<file path="src/rtl/latch_bank_arbiter.sv">
// latch_bank_arbiter: round-robin write sequencer with setup/open/hold windows for a bank of D latches
module latch_bank_arbiter #(
  parameter int NREQ = 4,
  parameter int NENT = 4,
  parameter int DW = 8,
  parameter int SETUP_CYC = 1,
  parameter int OPEN_CYC = 2,
  parameter int HOLD_CYC = 1,
  localparam int AW = NENT > 1 ? $clog2(NENT) : 1
) (
  input  logic                 clk,
  input  logic                 reset,
  input  logic [NREQ-1:0]      req,
  input  logic [NREQ*AW-1:0]   req_addr,
  input  logic [NREQ*DW-1:0]   req_data,
  output logic [NREQ-1:0]      gnt,
  output logic [NREQ-1:0]      done,
  output logic                 err,
  output logic [DW-1:0]        latch_d,
  output logic [NENT-1:0]      latch_en,
  output logic                 busy
);
  localparam int IW = $clog2(NREQ);
  localparam int SC = SETUP_CYC < 1 ? 1 : SETUP_CYC;
  localparam int OC = OPEN_CYC < 1 ? 1 : OPEN_CYC;
  localparam int HC = HOLD_CYC < 1 ? 1 : HOLD_CYC;
  localparam int MC = SC > OC ? (SC > HC ? SC : HC) : (OC > HC ? OC : HC);
  localparam int CW = MC > 1 ? $clog2(MC) : 1;
  typedef enum logic [1:0] {IDLE, SETUP, OPEN, HOLD} state_t;
  state_t state, state_n;
  logic [CW-1:0] cnt, cnt_n;
  logic [IW-1:0] win, win_n, rr, rr_n, pick, idx;
  logic [AW-1:0] addr, addr_n;
  logic [DW-1:0] data_n;
  logic [AW-1:0] addr_a [NREQ];
  logic [DW-1:0] data_a [NREQ];
  logic last;
  for (genvar i = 0; i < NREQ; i++) begin : g_unpack
    assign addr_a[i] = req_addr[i*AW +: AW];
    assign data_a[i] = req_data[i*DW +: DW];
  end
  assign last = cnt == '0;
  // Round-robin pick: first requester at or above rr, wrapping; descending scan lets the nearest win
  always_comb begin
    pick = '0;
    idx = '0;
    for (int k = NREQ - 1; k >= 0; k--) begin
      idx = IW'((int'(rr) + k) % NREQ);
      if (req[idx]) pick = idx;
    end
  end
  // Next-state logic; the phase counter is reloaded on every phase entry and counts down to zero
  always_comb begin
    state_n = state;
    cnt_n = cnt;
    win_n = win;
    addr_n = addr;
    data_n = latch_d;
    rr_n = rr;
    case (state)
      IDLE: if (|req) begin
        state_n = SETUP;
        cnt_n = CW'(SC - 1);
        win_n = pick;
        addr_n = addr_a[pick];
        data_n = data_a[pick];
      end
      SETUP: begin
        state_n = last ? OPEN : SETUP;
        cnt_n = last ? CW'(OC - 1) : cnt - 1'b1;
      end
      OPEN: begin
        state_n = last ? HOLD : OPEN;
        cnt_n = last ? CW'(HC - 1) : cnt - 1'b1;
      end
      HOLD: begin
        state_n = last ? IDLE : HOLD;
        cnt_n = last ? cnt : cnt - 1'b1;
        rr_n = last ? (win == IW'(NREQ - 1) ? '0 : win + 1'b1) : rr;
      end
    endcase
  end
  // State and captured transaction registers; the captured data register is the latch data bus
  always_ff @(posedge clk or posedge reset) begin
    if (reset) begin
      state <= IDLE;
      cnt <= '0;
      win <= '0;
      rr <= '0;
      addr <= '0;
      latch_d <= '0;
    end else begin
      state <= state_n;
      cnt <= cnt_n;
      win <= win_n;
      rr <= rr_n;
      addr <= addr_n;
      latch_d <= data_n;
    end
  end
  // Outputs are registered from next-state values so latch_en never sees decode glitches
  always_ff @(posedge clk or posedge reset) begin
    if (reset) begin
      gnt <= '0;
      done <= '0;
      err <= 1'b0;
      latch_en <= '0;
      busy <= 1'b0;
    end else begin
      gnt <= state_n != IDLE ? NREQ'(1) << win_n : '0;
      done <= state_n == HOLD && cnt_n == '0 ? NREQ'(1) << win_n : '0;
      err <= state_n == HOLD && cnt_n == '0 && int'(addr_n) >= NENT;
      latch_en <= state_n == OPEN && int'(addr_n) < NENT ? NENT'(1) << addr_n : '0;
      busy <= state_n != IDLE;
    end
  end
endmodule

</file>
<file path="config.mk">
export PLATFORM = sky130hd
export DESIGN_NAME = latch_bank_arbiter
export DESIGN_NICKNAME = d
export VERILOG_FILES = /design/src/rtl/latch_bank_arbiter.sv
export SDC_FILE = /design/constraint.sdc
export NUM_CORES = 1
export LEC_CHECK = 0
export CAP_MARGIN = 0
export CORE_ASPECT_RATIO = 1.75
export CORE_UTILIZATION = 46
export CTS_CLUSTER_DIAMETER = 100
export CTS_CLUSTER_SIZE = 8
export DETAILED_ROUTE_END_ITERATION = 10
export GPL_TIMING_DRIVEN = 0
export HOLD_SLACK_MARGIN = 0.12
export PLACE_DENSITY = 0.85
export RECOVER_POWER = 50
export SLEW_MARGIN = 10
export SYNTH_ARGS = -nofsm -noshare
export SYNTH_HDL_FRONTEND = slang
export SYNTH_SLANG_ARGS = --single-unit
</file>
<file path="constraint.sdc">
create_clock -name clk -period 4.7 [get_ports clk]
set_input_delay 1.175 -clock clk [delete_from_list [all_inputs] [get_ports clk]]
set_output_delay 1.175 -clock clk [all_outputs]
set_load 0.1 [all_outputs]
</file>
==> flow_summary.toml, run 1 <==
[global_route]
grt_pass1_vias = 1476
grt_overflow = 0
antenna_found_initial = 0
grt_max_degree = 31
gr-usage-all-layers = 0.235
grt_pass1_wl_mm = 6.29

[drt]
ant_nets = 0
wl_met3_um = 161
drc_errors = 0
vias = 1558
wl_met2_mm = 2.18
highest_layer = "met4"
wire_per_inst_um = 14.5
vias_per_cell = 5.45
drtIter0Drc = 47
wl_met1_mm = 1.61
drt_first_pass_iters = 4
routed_wl_mm = 4.16

[finish]
final_area_um2 = 2440
layout.nets = 287
area_delta_synth_final_pct = 48.4
fill_cells = 277
final_core_util = 0.718
n_antenna_cell = 0
drive_gt1_frac = 0.104

[die]
die_y_um = 81.1
fp-row-count = 28
core-area_um2 = 3400
initial_utilization = 0.483
die-area_um2 = 3820
ios = 68
die_w_um = 47.2

[clocking]
clk_path_buf_depth = 2
cts-root-buf = "clkbuf_8"
hold_buffers = 0
cts_resized = 0
numCtsBuffers = 5
post-cts-setup-buffer-count = 0
clkTransAtPathRegs_ns = 0.06
cts_htree_levels = 2
cts_tree = "done"
cts_sinks = 30
clock_latency_ns = 0.29

[synth]
synth_cell_type_count = 45
synth_nets = 214
yosysWarnings = 0
syn_area_per_cell_um2 = 9.84
yosysSeqAreaShare = 0.457
synth_area_um2 = 1640
ys.flop_type = "dfrtp_1"
syn_inst = 167
synth-edff-count = 0
ys_seq_elements = 30
postSynth.asyncResetShare = 1.00

[placed_design]
dpl.hpwl_mm = 3.25
port_buffers = 66
gp_congestion = 0.790
post_dp_cell_area_um2 = 2360

[sta]
clock.fmax_mhz = 313
slew_violations = 0
worst_slew_pin_slew_ns = 1.04
fin_crit_sh = 0.681
timing.setup.tns_ns = 0
rsz0062_at_grt = "false"
final.min_clock_period_ns = 3.20
max_slew_margin = 0.300
skew_ns = 0.00578
hold_viol_final = 0
fin_hold_ws_ns = 0.475
finalSetupViolations = 0

[run_status]
status = "finished, final reports clean"

[job]
cap_violations = 0

[power]
powerDensity_nw_per_um2 = 755
ir_worst_vdd_v = 0.000557
leakagePower_nw = 1.06

[critical_path]
critPathKind = "in2reg"
cp-start-kind = "primary input"
r2r_slack_ns = 2.78
crit_required_ns = 4.91
critPathCaptureType = "flop"
worst-path-max-fanout = 5
cp.arrival_ns = 3.41

[hold_path]
hold_class = "reg2reg"
-- power by group --
| group | internal, mW | switching [mW] |
|---|---|---|
| combinational | 0.345 | 0.849 |
| clock | 0.117 | 0.0991 |
| sequential | 0.368 | 0.0620 |
| total | 0.830 | 1.01 |
-- per-layer routing --
metal | vias up | track usage
li1 | 763 | -
met1 | 723 | 0.246
met2 | 57 | 0.401
met3 | 15 | 0.0489
met4 | 0 | 0.151
met5 | - | 0
-- per-stage QoR --
step	total power, mW	cells	setup WS (ns)
after global routing	1.95	286	1.33
after global placement	1.63	278	1.49
final	1.84	286	1.50
after CTS	1.86	286	1.73
after detailed placement	1.65	278	1.46
after floorplan	1.35	167	2.23
-- critical path: stages --
cell and delay, ns:
dlygate4sd3_1 0.60, nor4_1 0.63, nor3_1 0.13, and3_1 0.26, a21oi_1 0.35, inv_2 0.12, nor2_1 0.14
-- state kept, by name, indices dropped and copies added, names as in the netlist --
register and flops:
state 2, busy 1, addr 2, latch_d 8
gnt 4, rr 2, cnt 1, done 4
win 2, latch_en 4
-- cells by family after synthesis --
kind of cell,share of synthesized area
xor+xnor,0.00533
mux,0.0251
buf+inv,0.0426
other cells,0.00228
simple gates,0.225
compound gates,0.235
flops,0.457
fa+ha+maj,0.00761
-- layout make-up --
cell class,count,area (µm²),area share
multi-input cells,124,806,0.330
flip-flops and latches,30,751,0.308
repair buffers,66,661,0.271
clock buffers,6,82.6,0.0339
well taps,45,56.3,0.0231
plain buffers,9,55.1,0.0226
inverters,4,15.0,0.00616
clock inverters,2,12.5,0.00513
-- layout by cell type, fill, tap and decap left out, types with 3 or more instances in the layout --
cell type,netlist,final
a211oi_1,17,17
mux2i_1,3,3
dfrtp_1,30,30
and3_1,18,19
nand2b_1,3,3
nand3_1,4,4
clkbuf_1,3,3
buf_4,3,3
o31ai_1,11,11
clkdlybuf4s50_1,0,64
a21boi_0,3,3
nand2_1,16,16
clkbuf_8,0,6
a21oi_1,4,5
nor2b_1,3,3
nor2_1,12,12
o21ai_0,3,3
-- cells in the mapped netlist (4+ instances only) --
cell type | n | area, µm²
nand3_1 | 4 | 20.0
o31ai_1 | 11 | 82.6
dfrtp_1 | 30 | 751
nor2_1 | 12 | 45.0
nand2_1 | 16 | 60.1
a21oi_1 | 4 | 20.0
and3_1 | 18 | 113
a211oi_1 | 17 | 128
-- final timing paths --
path / start / to / cells past startpoint
min in group asynchronous: reset / latch_d[5] / 2
max: req[3] / done[1] / 7
min: latch_d[5] / latch_d[5] / 2
min reg2reg: latch_d[5] / latch_d[5] / 2
max reg2reg: rr[1] / done[1] / 7
max in group asynchronous: reset / latch_d[7] / 2
No activity file was read; power rests on OpenSTA's default activity.
==> run 2: changes to the inputs <==
- CORE_UTILIZATION: 46 -> 38
- PLACE_DENSITY: 0.85 -> 0.75
- clock period: 4.7 -> 2.6 ns (I/O delays scaled with it)
==> flow_summary.toml, run 2 (synthesis results as in run 1) <==
[power]
powerDensity_nw_per_um2 = 1390
leakagePower_nw = 1.06
ir_worst_vdd_v = 0.000879
p_total_mw = 3.42

[global_route]
grt_overflow = 0
gr-usage-all-layers = 0.192
grt_max_degree = 31
grt_pass1_wl_mm = 6.48
antenna_found_initial = 0
grt_pass1_vias = 1395

[clocking]
cts-root-buf = "clkbuf_8"
clock_latency_ns = 0.28
hold_buffers = 0
numCtsBuffers = 5
cts_resized = 0
cts_htree_levels = 2
clkTransAtPathRegs_ns = 0.06
cts_sinks = 30
post-cts-setup-buffer-count = 0
clk_path_buf_depth = 2
cts_tree = "done"

[die]
die-area_um2 = 4600
die_y_um = 89.0
ios = 68
die_w_um = 51.7
fp-row-count = 31
initial_utilization = 0.396
core-area_um2 = 4150

[sta]
hold_viol_final = 0
rsz0062_at_grt = "false"
final.min_clock_period_ns = 2.43
timing.setup.tns_ns = 0
finalSetupViolations = 0
clock.fmax_mhz = 412
slew_violations = 0
fin_crit_sh = 0.933
worst_slew_pin_slew_ns = 1.08
skew_ns = 0.00445
fin_hold_ws_ns = 0.474
max_slew_margin = 0.275

[critical_path]
critPathCaptureType = "flop"
r2r_cells = 5
crit_required_ns = 2.81
cp.arrival_ns = 2.63
critPathKind = "in2reg"
cp-start-kind = "primary input"
worst-path-max-fanout = 5

[drt]
vias_per_cell = 5.29
vias = 1530
drtIter0Drc = 42
wire_per_inst_um = 14.4
routed_wl_mm = 4.15
drt_first_pass_iters = 4
drc_errors = 0
ant_nets = 0

[finish]
drive_gt1_frac = 0.104
final_common_cell = "clkdlybuf4s50_1"
area_delta_synth_final_pct = 50.1
fill_cells = 381
largest_reg_flops = 8
final_core_util = 0.594
layout.nets = 287
top_register = "latch_d"
layout_common_cells = "clkdlybuf4s50_1 (65), dfrtp_1 (30), and3_1 (18)"
n_antenna_cell = 0

[placed_design]
port_buffers = 66
gp_congestion = 0.791
dpl.hpwl_mm = 3.16

[job]
cap_violations = 0

[run_status]
status = "finished, final reports clean"

[hold_path]
hold-path-cell-count = 2
hold_class = "reg2reg"
-- run 2: report_power, final --
| group | switching [mW] | internal (mW) | total (mW) |
|---|---|---|---|
| registers | 0.111 | 0.665 | 0.776 |
| logic | 1.54 | 0.631 | 2.17 |
| clock network | 0.165 | 0.306 | 0.471 |
| total | 1.82 | 1.60 | 3.42 |
-- run 2: metrics by stage --
step	setup WS (ns)	cells	cell area [µm²]
3_5_place_dp	-0.0999	282	2360
3_3_place_gp	-0.0881	282	2360
2_1_floorplan	0.660	167	1640
4_1_cts	0.168	289	2480
6_report	0.174	289	2470
5_1_grt	0.0209	289	2470
-- run 2: worst max-delay path: stages --
cell and delay (ns):
clkdlybuf4s50_1 0.47, nor4_1 0.66, nor3_1 0.16, and3_4 0.24, a21oi_2 0.23, inv_2 0.10, nor2_1 0.12
-- run 2: worst paths after layout --
kind,from,to,slack [ns]
max,req[2],done[1],0.17
min,latch_d[5],latch_d[5],0.47
max reg2reg,rr[1],latch_en[2],0.68
min reg2reg,latch_d[5],latch_d[5],0.47
max in group asynchronous,reset,latch_d[1],1.16
min in group asynchronous,reset,busy,0.95
-- run 2: area by class of cell --
cell class	instances	area, µm²	area share
clock buffer	6	82.6	0.0335
sequential	30	751	0.304
inverter	4	15.0	0.00609
buffer	9	55.1	0.0223
timing repair buffer	66	661	0.268
tap	49	61.3	0.0249
multi-input combinational	124	811	0.329
clock inverter	1	30.0	0.0122
-- run 2: per-layer routing --
metal | global-route usage | up-vias | wire length, µm
li1 | - | 764 | -
met1 | 0.222 | 712 | 1690
met2 | 0.349 | 48 | 2230
met3 | 0.0255 | 6 | 154
met4 | 0.0737 | 0 | 74
met5 | 0 | - | 0
